### src/rtl/ioexp_master.sv
// Purpose : 8243-style nibble expander bus master; issues read/write/OR/AND on P2/PROG from a valid/ready command port.
// Latency : command accepted at E0, done pulse at E0+SETUP_CYC+2*HOLD_CYC+PULSE_CYC; read nibble on rsp_data with done.
// Backpr. : cmd_ready is high only in IDLE (including the done cycle); a waiting command is held off, never dropped.
//
// Ports:
//   clk, rst_n                         system clock, async active-low reset
//   cmd_valid/cmd_ready                command handshake
//   cmd_op[1:0], cmd_port[1:0], cmd_data[3:0]
//                                      operation (00 rd,01 wr,10 or,11 and), port P4..P7, nibble
//   done, rsp_data[3:0]                end-of-transaction strobe, last read nibble
//   p2i[3:0], p2o[3:0], p2_oe, prog_n  expander bus (tri-state buffer lives above this block)
//   busy                               high outside IDLE
module ioexp_master #(
    parameter int SETUP_CYC = 2,
    parameter int HOLD_CYC  = 2,
    parameter int PULSE_CYC = 4
) (
    input  logic       clk,
    input  logic       rst_n,
    input  logic       cmd_valid,
    output logic       cmd_ready,
    input  logic [1:0] cmd_op,
    input  logic [1:0] cmd_port,
    input  logic [3:0] cmd_data,
    output logic       done,
    output logic [3:0] rsp_data,
    input  logic [3:0] p2i,
    output logic [3:0] p2o,
    output logic       p2_oe,
    output logic       prog_n,
    output logic       busy
);

    if (SETUP_CYC < 1) begin : g_bad_setup
        $error("ioexp_master: SETUP_CYC must be >= 1");
    end
    if (HOLD_CYC < 1) begin : g_bad_hold
        $error("ioexp_master: HOLD_CYC must be >= 1");
    end
    if (PULSE_CYC < 2) begin : g_bad_pulse
        $error("ioexp_master: PULSE_CYC must be >= 2");
    end

    localparam logic [2:0] ST_IDLE  = 3'd0;
    localparam logic [2:0] ST_ADDR  = 3'd1;
    localparam logic [2:0] ST_AHOLD = 3'd2;
    localparam logic [2:0] ST_DATA  = 3'd3;
    localparam logic [2:0] ST_DHOLD = 3'd4;

    localparam logic [1:0] OP_READ = 2'b00;

    // Counter reload values: a state lasting N cycles loads N-1 and leaves at 0.
    localparam logic [7:0] SETUP_LD = 8'(SETUP_CYC - 1);
    localparam logic [7:0] HOLD_LD  = 8'(HOLD_CYC - 1);
    localparam logic [7:0] PULSE_LD = 8'(PULSE_CYC - 1);

    logic [2:0] state, state_nx;
    logic [7:0] cnt, cnt_nx;
    logic [1:0] op_q, port_q;
    logic [3:0] data_q;
    logic [3:0] p2i_q;
    logic [3:0] rd_q;

    logic       accept;
    logic [1:0] op_nx, port_nx;
    logic [3:0] data_nx;
    logic       ready_nx, prog_n_nx, p2_oe_nx, done_nx;
    logic [3:0] p2o_nx;

    assign accept = cmd_valid & cmd_ready;

    // Command fields as they will be after this edge, so outputs can be
    // registered already in the acceptance cycle.
    assign op_nx   = accept ? cmd_op   : op_q;
    assign port_nx = accept ? cmd_port : port_q;
    assign data_nx = accept ? cmd_data : data_q;

    always_comb begin
        state_nx = state;
        cnt_nx   = cnt;
        case (state)
            ST_IDLE: begin
                if (accept) begin
                    state_nx = ST_ADDR;
                    cnt_nx   = SETUP_LD;
                end
            end
            ST_ADDR: begin
                if (cnt == 8'd0) begin
                    state_nx = ST_AHOLD;
                    cnt_nx   = HOLD_LD;
                end else begin
                    cnt_nx = cnt - 8'd1;
                end
            end
            ST_AHOLD: begin
                if (cnt == 8'd0) begin
                    state_nx = ST_DATA;
                    cnt_nx   = PULSE_LD;
                end else begin
                    cnt_nx = cnt - 8'd1;
                end
            end
            ST_DATA: begin
                if (cnt == 8'd0) begin
                    state_nx = ST_DHOLD;
                    cnt_nx   = HOLD_LD;
                end else begin
                    cnt_nx = cnt - 8'd1;
                end
            end
            ST_DHOLD: begin
                if (cnt == 8'd0) begin
                    state_nx = ST_IDLE;
                    cnt_nx   = 8'd0;
                end else begin
                    cnt_nx = cnt - 8'd1;
                end
            end
            default: begin
                state_nx = ST_IDLE;
                cnt_nx   = 8'd0;
            end
        endcase
    end

    // Output values for the state being entered; everything is registered.
    always_comb begin
        ready_nx  = (state_nx == ST_IDLE);
        prog_n_nx = !((state_nx == ST_AHOLD) || (state_nx == ST_DATA));
        done_nx   = (state == ST_DHOLD) && (state_nx == ST_IDLE);
        p2_oe_nx  = 1'b0;
        p2o_nx    = p2o;
        case (state_nx)
            ST_ADDR, ST_AHOLD: begin
                p2_oe_nx = 1'b1;
                p2o_nx   = {op_nx, port_nx};
            end
            ST_DATA, ST_DHOLD: begin
                // Reads release the bus as soon as the address hold ends.
                p2_oe_nx = (op_nx != OP_READ);
                p2o_nx   = data_nx;
            end
            default: begin
                p2_oe_nx = 1'b0;
            end
        endcase
    end

    always_ff @(posedge clk or negedge rst_n) begin
        if (!rst_n) begin
            state     <= ST_IDLE;
            cnt       <= 8'd0;
            op_q      <= 2'd0;
            port_q    <= 2'd0;
            data_q    <= 4'd0;
            p2i_q     <= 4'd0;
            rd_q      <= 4'd0;
            cmd_ready <= 1'b0;
            done      <= 1'b0;
            rsp_data  <= 4'd0;
            p2o       <= 4'd0;
            p2_oe     <= 1'b0;
            prog_n    <= 1'b1;
            busy      <= 1'b0;
        end else begin
            state     <= state_nx;
            cnt       <= cnt_nx;
            p2i_q     <= p2i;
            op_q      <= op_nx;
            port_q    <= port_nx;
            data_q    <= data_nx;
            // Sample on the PROG rising edge; the registered pin value is one cycle old.
            if ((state == ST_DATA) && (state_nx == ST_DHOLD)) begin
                rd_q <= p2i_q;
            end
            if (done_nx && (op_q == OP_READ)) begin
                rsp_data <= rd_q;
            end
            cmd_ready <= ready_nx;
            done      <= done_nx;
            p2o       <= p2o_nx;
            p2_oe     <= p2_oe_nx;
            prog_n    <= prog_n_nx;
            busy      <= !ready_nx;
        end
    end

endmodule

### config.mk
export PLATFORM = sky130hd
export DESIGN_NAME = ioexp_master
export DESIGN_NICKNAME = d
export VERILOG_FILES = /design/src/rtl/ioexp_master.sv
export SDC_FILE = /design/constraint.sdc
export NUM_CORES = 1
export LEC_CHECK = 0
export BUFFER_PORTS_ARGS = -buffer_cell sky130_fd_sc_hd__buf_2
export CORE_AREA = 4 4 57 72
export DETAILED_ROUTE_END_ITERATION = 7
export DIE_AREA = 0 0 61 76
export GPL_TIMING_DRIVEN = 0
export PLACE_DENSITY = 0.8
export SLEW_MARGIN = 5
export SYNTH_ARGS = -nofsm -noshare
export SYNTH_HDL_FRONTEND = slang
export SYNTH_SLANG_ARGS = --single-unit
export TNS_END_PERCENT = 1
### constraint.sdc
create_clock -name clk -period 2.2 [get_ports clk]
set_input_delay 0.44 -clock clk [delete_from_list [all_inputs] [get_ports clk]]
set_output_delay 0.44 -clock clk [all_outputs]
set_load 0.02 [all_outputs]
# [Word level (Yosys, flattened, before mapping)]
# Cells that the tools add are included.
[totals] latchBits=0 n_memories=0 ram_bits=0 register_bits=40 rom_bits=0 elab_cells=56
[classes] n_mux=16 mul=0 shift=0 add_sub_neg=1 magnitude_cmp=0 reduce_logical=15 n_eq_ne=9 n_bitwise=1 div=0
[ops] operator="8-bit 2-to-1 mux" count=4
[ops] operator="8-bit case mux with 4 select lines" count=1
[ops] operator="3-bit 2-to-1 mux" count=5
[ops] operator="3-bit case mux with 5 select lines" count=1
[ops] operator="3-bit by 2-bit equality test with 1-bit output (second input constant)" count=4
[ops] operator="8-bit zero test" count=1
[ops] operator="4-bit case mux with 2 select lines" count=1
[ops] operator="8-bit by 1-bit subtractor with 8-bit output (second input constant)" count=1
[ops] operator="3-bit by 1-bit equality test with 1-bit output (second input constant)" count=2
[ops] operator="3-bit equality test (second input constant)" count=2
[ops] operator="3-bit zero test" count=2
[ops] operator="2-bit OR reduction" count=3
[ops] operator="2-bit 2-to-1 mux" count=2
[ops] operator="4-bit 2-to-1 mux" count=1
[ops] operator="2-bit nonzero test" count=2
[ops] operator="1-bit logical AND" count=3
[ops] operator="1-bit zero test" count=2
[ops] operator="2-bit zero test" count=1
[ops] operator="2-bit != test (second input constant)" count=1
[ops] operator="1-bit case mux with 2 select lines" count=1
[ops] operator="1-bit AND" count=1
[ops] operator="1-bit logical OR" count=1

# [Depth between registers and ports, before layout]
[depth] depth_word=6 ltp_mapped=7 mapped_depth_nobuf=6

# [Least setup slack after synthesis]
# Ideal clock, no wire load.
[synth_timing] path_kind="reg-to-reg" from="reg cnt[0]" to="reg p2o[3]" path_stages_with_launch=7 arrival_ps=1739 setup_slack_ps=335 path_buffers=0 period_less_slack_ps=1865 cell_sequence="dfrtp_1 -> inv_1 -> ha_1 -> or4b_4 -> o21ai_4 -> o21ai_2 -> a221o_1"
[synth_via] elab_chain_len=6
[synth_lines] item="start: declaration" line="58" source="logic [7:0] cnt, cnt_nx;"
[synth_lines] item="start signal: assignment" line="168" source="cnt <= cnt_nx;"
[synth_lines] item="8-bit zero test *"
[synth_lines] item="3-bit 2-to-1 mux (on tied branches)"
[synth_lines] item="3-bit case mux with 5 select lines *" line="81" source="case (state)"
[synth_lines] item="3-bit by 2-bit equality test with 1-bit output, or another cell as far along" line="134" source="case (state_nx)"
[synth_lines] item="2-bit OR reduction" line="134"
[synth_lines] item="4-bit case mux with 2 select lines / 2-bit nonzero test (equally long branches)"
[synth_lines] item="end signal: assignment" line="182" source="p2o <= p2o_nx;"
[synth_lines] item="end: declaration" line="28" source="output logic [3:0] p2o,"
# Every way passes the cells marked *; elsewhere a longest branch is shown, timed or not.
# A chain may end at the register's enable or synchronous reset.

# [Worst setup path in the final report]
# Same ends and word-level chain as after synthesis.

==> flow_results.org <==
** Die
- Die height :: 76 microns
- DIE WIDTH :: between 60 and 70 microns
- 28 I/O pins were placed.
- For this configuration, the core starts out at a cell density of 0.529.
- The region available for standard cell placement spans about 0.0034 sq mm.
- The initialized floorplan defines 24 standard-cell rows.
- The die covers 0.00464 sq mm.

** Global routing
- The first global-routing pass estimated roughly 5.7 mm of wire.
- Across every metal layer, demand over resource in global routing totals 0.160.
- The number of antenna violations at the first check in global routing was 0.
- For this run the aggregate overflow at the end of global routing stands at 0.
- Vias in the first global route :: roughly 1300
- Maximum number of pins on one net before global-route repair :: a little over 40

** Cells and area
- In the final layout, the share of cells above drive strength 1 is 0.362.
- In the final layout, the multi-input gates occupy approximately 800 sq um.
- The filler cells instantiated in the layout total roughly 280.
- In the layout the commonest cells are sky130_fd_sc_hd__dfrtp_1 (39), sky130_fd_sc_hd__buf_2 (31), sky130_fd_sc_hd__nor2_1 (14), sky130_fd_sc_hd__mux2_2 (12), sky130_fd_sc_hd__nand2_1 (7).
- 0 antenna diodes ended up in the layout.
- The final layout contains roughly 190 nets.
- Most frequent standard cell in the layout excluding fill and tap cells :: sky130_fd_sc_hd__dfrtp_1
- Storage cell area :: ~0.001 sq mm
- Compared with the post-synthesis result, the final layout area differs by 15.5%.

** Power
- Summed over all cells, the static leakage comes to between 0.9 and 1 nW.
- Of the total power, registers draw 0.389.
- The completed layout was analyzed and its total power is a little under 3 mW.
- Of the total power, the share spent switching nets is 0.384.
- Power spread over the standard cell area amounts to between 1000 and 1500 mW/mm^2.
- Switching power summed over all nets :: 1.14 mW
- Clock share of power :: 0.152
- Peak supply drop :: a little over 1000 uV
- Fraction of power consumed by combinational cells :: 0.459
- Internal power :: 1.84 mW

** Critical path
- Crit-path max cell delay :: between 500 and 600 ps
- Critical path startpoint :: cnt[0]$_DFFE_PN0P_
- Along the worst path, the maximum fanout reaches 5.
- The number of cells on the worst reg-to-reg path is 6.
- The worst setup path is launched from a register.
- Kind of cell with the highest combined delay on the critical path :: compound AO/OA/AOI/OAI gates
- The worst setup path is captured at a register.
- For the worst setup path, the data arrival time is between 2000 and 2500 ps.
- Endpoint of the lowest-slack register-to-register path :: p2o[3]$_DFFE_PN0P_
- Reg2reg setup slack :: 130 ps
- The worst setup path is of the register to register kind.
- The slowest stage of the critical path is the sky130_fd_sc_hd__or4b_4 cell.
- STA puts the critical path data required time at 2370 ps.
- Cells traversed along the worst timing path :: inv_1 -> ha_1 -> or4b_4 -> o21ai_4 -> o21ai_2 -> a221o_1
- Together, buffers and inverters on the worst path number 1.
- The worst register-to-register path begins at cnt[0]$_DFFE_PN0P_.

** Clock network
- Clock transition at path regs :: roughly 70 ps
- The number of clock buffers added by TritonCTS is 5.
- CTS saw 40 sinks.
- Buffer cell driving the clock tree root :: sky130_fd_sc_hd__clkbuf_8
- The clock reaches the later pin of the worst-skew pair after 290 ps.
- The longest clock path from root to sink contains 2 buffers.
- H-tree Lvls :: 2
- Hold buffer count at cts :: 0
- Clock tree from TritonCTS :: yes

** Timing
- The routed design could run at a clock period as short as 2070 ps.
- Pin slew with the least headroom to its limit :: 839 ps
- Period utilisation layout :: 0.942
- In this run the tightest slew margin relative to its limit is 0.440.
- Setup violations remaining at the end of the flow were counted as 0.
- Setup Skew :: 8.38 ps
- The count of final max-slew check failures is 0.
- Hold Violations, Final :: 0
- Static timing analysis puts the maximum clock frequency at around 0.48 GHz.
- Setup repair after global routing left no endpoint under its margin.
- Total negative slack :: 0 ps

** Job
- The tool flagged a number of max-cap violations equal to 0.

** Synth
- After synthesis, the netlist uses 42 different library cells.
- Synth area leaders :: sky130_fd_sc_hd__dfrtp_1 (54%), sky130_fd_sc_hd__mux2_2 (7.5%), sky130_fd_sc_hd__nor2_1 (2.9%), sky130_fd_sc_hd__xnor2_1 (2.9%), sky130_fd_sc_hd__mux2_1 (2.5%)
- Sequential area share after synthesis :: 0.554
- Summed over all instances, the cell type with the most area after synthesis is sky130_fd_sc_hd__dfrtp_1.
- For this run, the leading register cell type out of synthesis is sky130_fd_sc_hd__dfrtp_1.
- Synthesis produced approximately 140 cells.
- Total of warnings raised by yosys :: 0
- Async set-reset flop share out of synthesis :: 1.00
- Of the post-synthesis cell area, the dominant cell type holds 0.539.
- Yosys mapped a number of flops with a built-in enable equal to 0.
- Averaged over all synthesized cells, the footprint is 12.7 sq um.
- Number of flip-flops and latches in the synthesized netlist :: 40
- After synthesis the cells add up to between 0.0015 and 0.002 sq mm.
- Synthesized net count :: 158

** Worst hold path
- In this run the worst hold path is classified as input pin to async pin.

** Routing
- After detailed routing, the number of remaining DRC violations is 0.
- The detailed router placed approximately 1200 vias in this run.
- After the first detailed-routing iteration, the DRC count stood at 38.
- Vias per cell :: 5.43
- Antenna Violating Nets Remaining :: 0
- Post-Route WL :: approximately 3.2 mm
- Mean routed wirelength per cell :: about 15 microns
- The first TritonRoute pass finished after 4 iterations.

** Place
- # port buffers :: 27
- Final HPWL DP :: approximately 2.4 mm
- The congestion estimate from routability-driven global placement came to 0.907.

** Status
- Run status :: finished clean
stage by stage:
step	hold WS, ps	utilization	cell area (sq um)	cells	setup WS (ps)
floorplan	144	-	1810	142	335
detailed placement	450	0.582	1990	208	57.0
global placement	440	0.582	1990	208	109
finish	252	0.610	2090	216	128
CTS	249	0.606	2070	216	8.47
global route	243	0.610	2090	216	5.30
how the worst max path moves through the flow:
stage,end,slack [ps],depth (start not counted)
4_1_cts,cnt[5]$_DFFE_PN0P_,8,6
5_1_grt,p2o[3]$_DFFE_PN0P_,5,6
6_report,p2o[3]$_DFFE_PN0P_,130,6
3_3_place_gp,p2o[1]$_DFFE_PN0P_,110,6
3_5_place_dp,cnt[5]$_DFFE_PN0P_,60,6
2_1_floorplan,p2o[3]$_DFFE_PN0P_,340,6
sequential cells by signal, indices dropped and copies added, names as in the netlist, 2 cells and up:
register / cells
cnt: 8
data_q: 4
p2i_q: 4
p2o: 4
rd_q: 4
rsp_data: 4
state: 3
op_q: 2
port_q: 2
worst reg2reg max path: stages (launching register included):
cell and delay (ps):
sky130_fd_sc_hd__dfrtp_1 430, sky130_fd_sc_hd__inv_1 110, sky130_fd_sc_hd__ha_1 250, sky130_fd_sc_hd__or4b_4 540
sky130_fd_sc_hd__o21ai_4 200, sky130_fd_sc_hd__o21ai_2 110, sky130_fd_sc_hd__a221o_1 320
Yosys cell counts (2+ instances only):
cell	n
sky130_fd_sc_hd__o21ai_0	2
sky130_fd_sc_hd__nor3_1	2
sky130_fd_sc_hd__a211oi_1	4
sky130_fd_sc_hd__a221o_1	4
sky130_fd_sc_hd__dfrtp_1	39
sky130_fd_sc_hd__nor2_1	14
sky130_fd_sc_hd__mux2i_1	2
sky130_fd_sc_hd__nor4_1	3
sky130_fd_sc_hd__mux2_1	4
sky130_fd_sc_hd__mux2_2	12
sky130_fd_sc_hd__o21a_1	4
sky130_fd_sc_hd__xnor2_1	6
sky130_fd_sc_hd__inv_1	4
sky130_fd_sc_hd__a21oi_1	3
sky130_fd_sc_hd__nor2b_1	2
sky130_fd_sc_hd__buf_2	4
sky130_fd_sc_hd__nor4b_1	2
sky130_fd_sc_hd__nand2_1	7
logic make-up (layout without fill, tap and decap cells):
group,after synthesis,count (layout),synth area share
xor gates and xnor gates,7,7,0.0339
DFF,40,40,0.554
AOI/OAI and AO/OA,25,25,0.120
buffers and inverters,9,44,0.0235
and+or+nand+nor,42,42,0.151
adders and majority gates,1,1,0.00691
muxes,18,18,0.111
cell type report:
class	instances	share of cell area
Buffer	5	0.0132
Clock buffer	7	0.0365
Clock inverter	1	0.00240
Inverter	4	0.00719
Multi-Input combinational cell	93	0.373
Sequential cell	40	0.480
Tap cell	39	0.0234
Timing Repair Buffer	27	0.0647
routing by layer:
metal | up-vias | global-route usage | routed length, microns
li1 | 572 | - | -
met1 | 566 | 0.188 | 1230
met2 | 26 | 0.262 | 1780
met3 | 8 | 0.0475 | 161
met4 | 0 | 0.0716 | 72
met5 | - | 0 | 0
power groups by stage:
stage	Sequential [mW]	Combinational (mW)	Clock [mW]
3_3_place_gp	1.15	1.31	0
4_1_cts	1.16	1.36	0.473
6_report	1.16	1.37	0.455
3_5_place_dp	1.17	1.35	0
2_1_floorplan	1.22	0.987	0
5_1_grt	1.19	1.53	0.507
what timing repair did:
item	4_1_cts	5_1_grt
endpoints found under the hold margin	0	0
setup buffers	0	0
resized for setup	0	2
setup endpoints to repair	0	11
Power figures use the tool's default switching activity.
